$ cat src/rtl/multi_word_add_seq_pkg.sv
// Shared types and constants for the sequential multi-word adder.
// Slice width, FSM states and the per-slice overflow helper.
package multi_word_add_seq_pkg;

  localparam int SLICE_W = 16;

  typedef enum logic [1:0] {
    S_IDLE = 2'd0,
    S_ADD  = 2'd1,
    S_DONE = 2'd2
  } state_e;

  // Signed overflow = carry out XOR carry into the msb.
  function automatic logic slice_ovf(
    input logic [SLICE_W:0] res,
    input logic             a_msb,
    input logic             b_msb
  );
    return res[SLICE_W] ^ (res[SLICE_W-1] ^ a_msb ^ b_msb);
  endfunction

endpackage

$ cat src/rtl/multi_word_add_seq_adder.sv
// 16-bit conditional-sum adder with carry-in, 17-bit result.
// Every stage merges pairs of blocks, each precomputed for cin=0 and cin=1.
module adderblock16bit
  import multi_word_add_seq_pkg::*;
(
  input  logic [SLICE_W-1:0] a_i,
  input  logic [SLICE_W-1:0] b_i,
  input  logic               cin_i,
  output logic [SLICE_W:0]   sum_o
);

  logic [SLICE_W-1:0] s0, s1, c0, c1;
  logic [SLICE_W-1:0] n0, n1, m0, m1;
  logic [3:0]         hi, lo;

  always_comb begin
    s0 = a_i ^ b_i;
    s1 = ~(a_i ^ b_i);
    c0 = a_i & b_i;
    c1 = a_i | b_i;
    n0 = '0;
    n1 = '0;
    m0 = '0;
    m1 = '0;
    hi = '0;
    lo = '0;
    for (int lv = 0; lv < 4; lv++) begin
      n0 = s0;
      n1 = s1;
      m0 = '0;
      m1 = '0;
      for (int j = 0; j < (8 >> lv); j++) begin
        lo = 4'(2 * j);
        for (int t = 0; t < (1 << lv); t++) begin
          hi = 4'((2 * j + 1) * (1 << lv) + t);
          n0[hi] = c0[lo] ? s1[hi] : s0[hi];
          n1[hi] = c1[lo] ? s1[hi] : s0[hi];
        end
        m0[4'(j)] = c0[lo] ? c1[lo + 4'd1] : c0[lo + 4'd1];
        m1[4'(j)] = c1[lo] ? c1[lo + 4'd1] : c0[lo + 4'd1];
      end
      s0 = n0;
      s1 = n1;
      c0 = m0;
      c1 = m1;
    end
    sum_o = cin_i ? {c1[0], s1} : {c0[0], s0};
  end

endmodule

$ cat src/rtl/multi_word_add_seq.sv
// Sequential WORDS x 16-bit adder with valid/ready handshake.
// One slice per cycle through a shared conditional-sum adder.
module multi_word_add_seq
  import multi_word_add_seq_pkg::*;
#(
  parameter int WORDS = 4
) (
  input  logic                  clk,
  input  logic                  rst_n,
  input  logic                  in_valid,
  output logic                  in_ready,
  input  logic [16*WORDS-1:0]   a,
  input  logic [16*WORDS-1:0]   b,
  input  logic                  cin,
  output logic                  out_valid,
  input  logic                  out_ready,
  output logic [16*WORDS-1:0]   sum,
  output logic                  cout,
  output logic                  ovf
);

  localparam int IDX_W = $clog2(WORDS);
  localparam logic [IDX_W-1:0] LAST_IDX = IDX_W'(WORDS - 1);

  state_e             state_q, state_d;
  logic [SLICE_W-1:0] a_q [WORDS];
  logic [SLICE_W-1:0] a_d [WORDS];
  logic [SLICE_W-1:0] b_q [WORDS];
  logic [SLICE_W-1:0] b_d [WORDS];
  logic [SLICE_W-1:0] sum_q [WORDS];
  logic [SLICE_W-1:0] sum_d [WORDS];
  logic [SLICE_W-1:0] a_w [WORDS];
  logic [SLICE_W-1:0] b_w [WORDS];
  logic               carry_q, carry_d;
  logic [IDX_W-1:0]   idx_q, idx_d;
  logic               cout_q, cout_d;
  logic               ovf_q, ovf_d;
  logic [SLICE_W-1:0] a_sl, b_sl;
  logic [SLICE_W:0]   add_res;
  logic               accept;

  always_comb begin
    for (int k = 0; k < WORDS; k++) begin
      a_w[k] = a[k*SLICE_W +: SLICE_W];
      b_w[k] = b[k*SLICE_W +: SLICE_W];
    end
  end

  for (genvar k = 0; k < WORDS; k++) begin : g_sum
    assign sum[k*SLICE_W +: SLICE_W] = sum_q[k];
  end

  assign in_ready  = (state_q == S_IDLE) ||
                     ((state_q == S_DONE) && out_ready);
  assign accept    = in_valid && in_ready;
  assign out_valid = (state_q == S_DONE);
  assign cout      = cout_q;
  assign ovf       = ovf_q;

  assign a_sl = a_q[idx_q];
  assign b_sl = b_q[idx_q];

  adderblock16bit u_add (
    .a_i   (a_sl),
    .b_i   (b_sl),
    .cin_i (carry_q),
    .sum_o (add_res)
  );

  always_comb begin
    state_d = state_q;
    a_d     = a_q;
    b_d     = b_q;
    sum_d   = sum_q;
    carry_d = carry_q;
    idx_d   = idx_q;
    cout_d  = cout_q;
    ovf_d   = ovf_q;
    unique case (state_q)
      S_IDLE: ;
      S_ADD: begin
        sum_d[idx_q] = add_res[SLICE_W-1:0];
        carry_d      = add_res[SLICE_W];
        idx_d        = idx_q + 1'b1;
        if (idx_q == LAST_IDX) begin
          state_d = S_DONE;
          idx_d   = '0;
          cout_d  = add_res[SLICE_W];
          ovf_d   = slice_ovf(add_res, a_sl[SLICE_W-1],
                              b_sl[SLICE_W-1]);
        end
      end
      S_DONE: begin
        if (out_ready) state_d = S_IDLE;
      end
      default: state_d = S_IDLE;
    endcase
    // A new request overrides the DONE->IDLE release on the same edge.
    if (accept) begin
      state_d = S_ADD;
      a_d     = a_w;
      b_d     = b_w;
      carry_d = cin;
      idx_d   = '0;
    end
  end

  always_ff @(posedge clk or negedge rst_n) begin
    if (!rst_n) begin
      state_q <= S_IDLE;
      carry_q <= 1'b0;
      idx_q   <= '0;
      cout_q  <= 1'b0;
      ovf_q   <= 1'b0;
      for (int k = 0; k < WORDS; k++) begin
        a_q[k]   <= '0;
        b_q[k]   <= '0;
        sum_q[k] <= '0;
      end
    end else begin
      state_q <= state_d;
      carry_q <= carry_d;
      idx_q   <= idx_d;
      cout_q  <= cout_d;
      ovf_q   <= ovf_d;
      a_q     <= a_d;
      b_q     <= b_d;
      sum_q   <= sum_d;
    end
  end

endmodule

$ cat config.mk
export PLATFORM = sky130hd
export DESIGN_NAME = multi_word_add_seq
export DESIGN_NICKNAME = d
export VERILOG_FILES = /design/src/rtl/multi_word_add_seq_pkg.sv /design/src/rtl/multi_word_add_seq_adder.sv /design/src/rtl/multi_word_add_seq.sv
export SDC_FILE = /design/constraint.sdc
export NUM_CORES = 1
export LEC_CHECK = 0
export CAP_MARGIN = 20
export CORE_ASPECT_RATIO = 0.8
export CORE_MARGIN = 1.5
export CORE_UTILIZATION = 45
export CTS_CLUSTER_DIAMETER = 80
export DETAILED_ROUTE_END_ITERATION = 10
export PLACE_DENSITY = 0.75
export SLEW_MARGIN = 5
export SYNTH_ARGS = -nofsm -noshare
export SYNTH_HDL_FRONTEND = slang
export SYNTH_HIERARCHICAL = 1
export SYNTH_SLANG_ARGS = --single-unit
$ cat constraint.sdc
create_clock -name clk -period 3.9 [get_ports clk]
set_input_delay 0.585 -clock clk [delete_from_list [all_inputs] [get_ports clk]]
set_output_delay 0.585 -clock clk [all_outputs]
set_load 0.03 [all_outputs]
==> results of run 1 <==
-- metal layers --
metal / GRT usage (%) / share of wire, % / vias up
li1: - / - / 2748
met4: 4.76 / 1.3 / 0
met2: 32.6 / 45 / 174
met1: 31.0 / 48 / 3097
met3: 4.36 / 5.1 / 20
met5: 0 / 0 / -
-- worst max-delay path, delay by kind of cell (launching register included) --
kind | cells | cell delay [ns]
adders and majority gates | 1 | 0.19
DFF | 1 | 0.48
muxes | 3 | 1.12
buffers and inverters | 1 | 0.19
AOI/OAI and AO/OA | 2 | 0.26
xor gates and xnor gates | 3 | 0.59
and+or+nand+nor | 4 | 0.89
-- through the flow --
step / instance area (sq um) / utilization [%] / hold slack [ns]
after floorplan: 9510 / - / 0.289
after global placement: 11800 / 57.1 / 0.473
after global routing: 12700 / 61.5 / 0.203
after CTS: 12400 / 60.1 / 0.179
final: 12700 / 61.5 / 0.165
after detailed placement: 11800 / 57.1 / 0.479
-- sequential cells by signal, summed over array words and instances (netlist names) --
register / cells
a_q: 64
b_q: 64
carry_q: 1
state_q: 2
idx_q: 2
cout: 1
sum: 64
ovf: 1
-- repair_timing --
action,4_1_cts,5_1_grt
resized for setup,1,41
hold buffers,0,0
buffers inserted,1,9
setup endpoints to repair,1,17
cloned,0,1
pin swaps,0,12
endpoints found under the hold margin,0,0
-- path summary, 6_finish.rpt --
check / startpoint / to / slack, ns / cells past startpoint
worst max register to register: idx_q[0] / ovf / 0.1 / 14
min in group clk: sum[25] / sum[25] / 0.49 / 1
worst min-delay path: rst_n / sum[34] / 0.16 / 1
worst max-delay path: idx_q[0] / ovf / 0.1 / 14
max in group asynchronous: rst_n / idx_q[0] / 2.74 / 2
worst min register to register: sum[25] / sum[25] / 0.49 / 1
-- placed cells by master (no fill, tap or decap), types with 3 or more instances in the layout --
| master | count |
|---|---|
| sky130_fd_sc_hd__a21oi_1 | 3 |
| sky130_fd_sc_hd__and2_1 | 3 |
| sky130_fd_sc_hd__buf_12 | 7 |
| sky130_fd_sc_hd__buf_4 | 16 |
| sky130_fd_sc_hd__clkbuf_16 | 18 |
| sky130_fd_sc_hd__clkdlybuf4s50_1 | 199 |
| sky130_fd_sc_hd__clkinv_4 | 3 |
| sky130_fd_sc_hd__clkinvlp_4 | 4 |
| sky130_fd_sc_hd__dfrtp_1 | 197 |
| sky130_fd_sc_hd__ha_1 | 24 |
| sky130_fd_sc_hd__ha_2 | 6 |
| sky130_fd_sc_hd__ha_4 | 6 |
| sky130_fd_sc_hd__inv_1 | 38 |
| sky130_fd_sc_hd__inv_6 | 3 |
| sky130_fd_sc_hd__mux2_1 | 30 |
| sky130_fd_sc_hd__mux2_2 | 163 |
| sky130_fd_sc_hd__mux2i_1 | 6 |
| sky130_fd_sc_hd__mux2i_2 | 3 |
| sky130_fd_sc_hd__mux4_2 | 32 |
| sky130_fd_sc_hd__nand2_1 | 11 |
| sky130_fd_sc_hd__nand2_2 | 4 |
| sky130_fd_sc_hd__nand2b_1 | 4 |
| sky130_fd_sc_hd__nand3_1 | 3 |
| sky130_fd_sc_hd__nand3b_1 | 4 |
| sky130_fd_sc_hd__nor2_1 | 5 |
| sky130_fd_sc_hd__nor2b_1 | 3 |
| sky130_fd_sc_hd__o211ai_1 | 3 |
| sky130_fd_sc_hd__o21ai_0 | 9 |
| sky130_fd_sc_hd__or3_4 | 3 |
| sky130_fd_sc_hd__xnor2_1 | 8 |
| sky130_fd_sc_hd__xor2_1 | 8 |
-- kinds of logic (layout without fill, tap and decap cells) --
| kind of cell | count (synthesis) | after routing |
|---|---|---|
| DFF | 199 | 199 |
| buffers and inverters | 69 | 299 |
| xor gates and xnor gates | 18 | 18 |
| adders and majority gates | 36 | 36 |
| muxes | 235 | 235 |
| and+or+nand+nor | 57 | 57 |
| AOI/OAI and AO/OA | 30 | 30 |
-- area by class of cell --
class / count / area (sq um)
Clock buffer: 17 / 425
Multi-Input combinational cell: 376 / 4340
Tap cell: 269 / 337
Clock inverter: 15 / 170
Fill cell: 1602 / 7970
Inverter: 40 / 150
Sequential cell: 199 / 4980
Timing Repair Buffer: 227 / 2330
==> results.cfg, run 1 <==
[place]
hpwlAfterDp_um = 16600
place_ws_ns = -0.00902
numPlacedInstances = 1099
portBuffers = 200
finalWeightedCongestion = 0.879

[final_layout]
finalNetCount = 1030
antenna_cells = 0
final_layout_size_suffix_gt1_share_pct = 34.1
final_cells = 1143
syn2layout_area_growth_pct = 33.9

[sta]
final-setup-viol-count = 0
skew_ns = 0.00948
post-route-worst-setup-slack_ns = 0.0997
worst_slew_pin_slew_ns = 0.784
timing_max_transition_violations_final = 0
min_period_over_period_pct = 97.4
grt_setup_unrepaired = true
timing.final.hold_violations = 0
final.setup.tns_ns = 0
max_slew_headroom_pct = 47.7
maxClockFrequency_mhz = 263
post-route-min-period_ns = 3.80

[logic_synthesis]
synth_seq_cells = 199
yosys-top-cells-count = 199 x sky130_fd_sc_hd__dfrtp_1, 163 x sky130_fd_sc_hd__mux2_2, 40 x sky130_fd_sc_hd__inv_1
yosysUniqueCellTypes = 52
main_combinational_cell_family_by_area_after_synthesis = multiplexers
sequential_element_share_of_the_synthesized_area_pct = 52.4
synthSimpleGateAreaFrac_pct = 3.46
post-synth-top-count-cell = sky130_fd_sc_hd__dfrtp_1
netlist.area_leader.share_pct = 52.4
netlist_top_cells_area = sky130_fd_sc_hd__dfrtp_1 52%, sky130_fd_sc_hd__mux2_2 19%, sky130_fd_sc_hd__mux4_2 7.6%
synth_area_per_cell_sq_um = 14.8
synth_xor_xnor_area_share_pct = 1.80
synth_mux_area_share_pct = 31.7
synthAdderAreaFrac_pct = 4.74
synth_enable_flop_cells = 0
ys.flop_type = sky130_fd_sc_hd__dfrtp_1
post_synth_inst_count = 644
netlist_area_sq_um = 9510
synth-compound-area-share_pct = 2.29
synth_async_sr_flop_share_pct = 100
synth.net_count = 813
post-synth-top-area-cell = sky130_fd_sc_hd__dfrtp_1
yosys_warnings = 6

[clocking]
clock_tree.root_cell = sky130_fd_sc_hd__clkbuf_16
cts_buffer_depth = 2
path_clk_slew_ns = 0.07
tritoncts_clock_tree = yes
numCtsBuffers = 17
clk-insertion-delay-late_ns = 0.44
htree_levels = 4
clock-sinks = 199

[routing]
drt.antenna.violating_nets = 0
remaining_drc_errors = 0
first_iter_violations = 369
via_per_inst = 5.28
vias = 6039
drt_wl_total_um = 22700
first_pass_iters = 4
routedWlPerCell_um = 19.9

[grt]
globalRoute.totalOverflow = 0
grtUsageTotal_pct = 21.2
antenna_found_initial = 0
grt_max_degree = 90
number_of_global_route_vias_before_repair = 6317
grt_first_pass_wirelength_um = 34900

[outcome]
run_status = completed

[floorplanning]
overall_die_area_sq_um = 22000
die-height_um = 133
placeableCoreArea_sq_um = 20700
floorplan.die.width_um = 166
pin_count = 201
initial_utilization_pct = 45.9
floorplan_row_count = 47

[flow_run]
maxCapViolCount = 0

[worst_setup_path]
worst_path_largest_cell_delay_ns = 0.57
cpMaxStageDelayCell = sky130_fd_sc_hd__mux4_2
worst_setup_path_end_kind = register
critical_path_required_ns = 4.26
worstSetupPathType = register to register
critical_path.cell_chain = clkbuf_16, mux4_2, ha_4, or2_1, and3_4, or3_4, a22oi_2, nand2b_4, mux2i_4, mux2i_1, xnor2_1, xor2_1, xnor3_1, o21ai_1
cp_data_arrival_time_ns = 4.16
worstPathMaxFanout = 5
crit_path_start_kind = register

[worst_hold_path]
class_of_the_worst_hold_path = primary input to async pin
Power of run 1 is left out: the tool's default activity adds up to more than one toggle a clock period on the data nets, which glitch-free logic cannot reach.
==> run 2, diff against run 1 <==
--- a/config.mk
+++ b/config.mk
@@ -5,13 +5,15 @@
 export SDC_FILE = /design/constraint.sdc
 export NUM_CORES = 1
 export LEC_CHECK = 0
+export ABC_AREA = 1
 export CAP_MARGIN = 20
-export CORE_ASPECT_RATIO = 0.8
+export CORE_ASPECT_RATIO = 2
 export CORE_MARGIN = 1.5
 export CORE_UTILIZATION = 45
 export CTS_CLUSTER_DIAMETER = 80
 export DETAILED_ROUTE_END_ITERATION = 10
-export PLACE_DENSITY = 0.75
+export PLACE_DENSITY = 0.74
+export REMOVE_ABC_BUFFERS = 1
 export SLEW_MARGIN = 5
 export SYNTH_ARGS = -nofsm -noshare
 export SYNTH_HDL_FRONTEND = slang
==> run 2 against run 1 <==
Utilization fell by 4.0 points. Worst setup slack improved by 0.44 ns. Non-clock buffer count fell by 17. Synthesized cell count rose by 110%. Sequential share of layout area fell by 0.90 points. Cell count rose by 59%. First-iteration DRC count rose by 38%. Global-route usage rose by 1.6 points. Register-to-register slack improved by 0.44 ns.
==> results.cfg, run 2 <==
[floorplanning]
overall_die_area_sq_um = 23900
die-height_um = 217
floorplan.die.width_um = 110
floorplan_row_count = 78
pin_count = 201
initial_utilization_pct = 45.6
placeableCoreArea_sq_um = 22600

[logic_synthesis]
synth-compound-area-share_pct = 9.59
synth_enable_flop_cells = 0
yosysUniqueCellTypes = 25
post-synth-top-count-cell = sky130_fd_sc_hd__nand2_1
netlist_top_cells_area = sky130_fd_sc_hd__dfrtp_1 48%, sky130_fd_sc_hd__nand2_1 23%, sky130_fd_sc_hd__o21ai_0 7.0%
netlist.area_leader.share_pct = 48.2
synth_area_per_cell_sq_um = 7.56
synth_xor_xnor_area_share_pct = 1.78
post_synth_inst_count = 1366
ys.flop_type = sky130_fd_sc_hd__dfrtp_1
synth_mux_area_share_pct = 0
yosys-top-cells-count = 638 x sky130_fd_sc_hd__nand2_1, 199 x sky130_fd_sc_hd__dfrtp_1, 144 x sky130_fd_sc_hd__o21ai_0
synthSimpleGateAreaFrac_pct = 29.9
netlist_area_sq_um = 10300
synth_async_sr_flop_share_pct = 100
main_combinational_cell_family_by_area_after_synthesis = simple AND/OR/NAND/NOR gates
sequential_element_share_of_the_synthesized_area_pct = 48.2
synth_seq_cells = 199
synthAdderAreaFrac_pct = 4.36
yosys_warnings = 6
post-synth-top-area-cell = sky130_fd_sc_hd__dfrtp_1

[routing]
remaining_drc_errors = 0
routedWlPerCell_um = 14.3
vias = 9189
via_per_inst = 5.04
drt.antenna.violating_nets = 0
drt_wl_total_um = 26100
first_pass_iters = 5
first_iter_violations = 509

[grt]
antenna_found_initial = 0
grt_first_pass_wirelength_um = 42900
number_of_global_route_vias_before_repair = 9077
grt_max_degree = 132
grtUsageMet3_pct = 2.70
gr_layer_usage_met1_pct = 26.0
globalRoute.totalOverflow = 0
grtUsageTotal_pct = 22.9
global_route.peak_usage_layer = met2
globalRouteMet2Util_pct = 42.3

[final_layout]
finalNetCount = 1702
fill_cells = 2096
final_layout_size_suffix_gt1_share_pct = 5.45
ff_latch_area_sq_um = 4980
mostFrequentLayoutCell = sky130_fd_sc_hd__nand2_1
syn2layout_area_growth_pct = 26.1
multi_input_comb_area_sq_um = 4720
antenna_cells = 0
mostFrequentLayoutCells = 638 x sky130_fd_sc_hd__nand2_1, 199 x sky130_fd_sc_hd__clkdlybuf4s50_1, 198 x sky130_fd_sc_hd__dfrtp_1

[sta]
max_slew_headroom_pct = 28.5
min_period_over_period_pct = 86.1
grt_setup_unrepaired = false
post-route-min-period_ns = 3.36
timing_max_transition_violations_final = 0
maxClockFrequency_mhz = 298
timing.final.hold_violations = 0
final-setup-viol-count = 0
worst_slew_pin_slew_ns = 1.07
final.setup.tns_ns = 0
skew_ns = 0.0132
timing.hold.ws_ns = 0.240

[clocking]
numCtsBuffers = 17
clock_tree.root_cell = sky130_fd_sc_hd__clkbuf_16
post_cts_sizing_count = 0
cts_hold_buffers = 0
cts_post_setup_buffers_inserted = 0
clock-sinks = 199
cts_buffer_depth = 2
path_clk_slew_ns = 0.07
clk-insertion-delay-late_ns = 0.43
htree_levels = 4
tritoncts_clock_tree = yes

[worst_setup_path]
worstPathMaxFanout = 46
worstSetupPathType = register to register
regToRegSetupSlack_ns = 0.54
worst_setup_path_end_kind = register
crit_path_start_kind = register
critical_path_required_ns = 4.21
cp_data_arrival_time_ns = 3.67

[place]
finalWeightedCongestion = 0.886
portBuffers = 200
hpwlAfterDp_um = 18900

[flow_run]
maxCapViolCount = 0

[worst_hold_path]
class_of_the_worst_hold_path = primary input to async pin

[outcome]
run_status = completed
run 2: kinds of logic (layout without fill, tap and decap cells):
logic type,after synthesis,after routing
AO/OA/AOI/OAI,185,185
XOR/XNOR,21,21
adder cells (fa/ha/maj),36,36
buffers and inverters,149,325
flip-flops,199,199
AND/OR/NAND/NOR,776,776
run 2: path summary, 6_finish.rpt:
check / startpoint / to / cells after the start
setup / recovery: idx_q[0] / ovf / 24
hold / removal: rst_n / b_q[2] / 1
setup reg to reg: idx_q[0] / ovf / 24
hold reg to reg: a_q[37] / a_q[37] / 2
max in group asynchronous: rst_n / idx_q[0] / 2
min in group clk: a_q[37] / a_q[37] / 2
run 2: final cells by class:
type,count,area share (%)
clock buffers,19,3.32
multi-input cells,1018,36.2
repair buffers,210,16.4
flip-flops and latches,199,38.2
well taps,280,2.69
inverters,87,2.53
clock inverters,9,0.653
run 2: routing by layer:
metal | wire length [um] | share of wire [%]
met5 | 0 | 0
met4 | 681 | 2.6
met1 | 10300 | 40
met3 | 818 | 3.1
met2 | 14200 | 55
run 2: critical path, cell delays in order (launching register included):
cell and delay [ns]:
sky130_fd_sc_hd__dfrtp_2 0.43, sky130_fd_sc_hd__inv_2 0.33, sky130_fd_sc_hd__buf_12 0.27, sky130_fd_sc_hd__o21ai_0 0.10, sky130_fd_sc_hd__o22ai_1 0.28, sky130_fd_sc_hd__inv_1 0.09, sky130_fd_sc_hd__ha_1 0.25, sky130_fd_sc_hd__nand2_2 0.10
sky130_fd_sc_hd__inv_1 0.04, sky130_fd_sc_hd__nor2_1 0.13, sky130_fd_sc_hd__nand2_1 0.08, sky130_fd_sc_hd__nand2_2 0.09, sky130_fd_sc_hd__nand2_2 0.07, sky130_fd_sc_hd__nand2_4 0.10, sky130_fd_sc_hd__nand2_1 0.07, sky130_fd_sc_hd__nand3_1 0.08
sky130_fd_sc_hd__nand2_1 0.07, sky130_fd_sc_hd__inv_1 0.13, sky130_fd_sc_hd__nand2_1 0.07, sky130_fd_sc_hd__nand2_1 0.08, sky130_fd_sc_hd__nand3_1 0.11, sky130_fd_sc_hd__nand2_1 0.08, sky130_fd_sc_hd__nand2_1 0.05, sky130_fd_sc_hd__nand3_1 0.06
sky130_fd_sc_hd__nand2_1 0.05
run 2: through the flow:
| stage | utilization (%) | setup WS (ns) | area, sq um | cells |
|---|---|---|---|---|
| 2_1_floorplan | - | -0.321 | 10000 | 1304 |
| 3_3_place_gp | 55.2 | 0.714 | 12500 | 1794 |
| 3_5_place_dp | 55.2 | 0.606 | 12500 | 1794 |
| 4_1_cts | 57.5 | 0.586 | 13000 | 1822 |
| 5_1_grt | 57.5 | 0.107 | 13000 | 1822 |
| 6_report | 57.5 | 0.542 | 13000 | 1822 |
Power of run 2 is left out for the same reason.
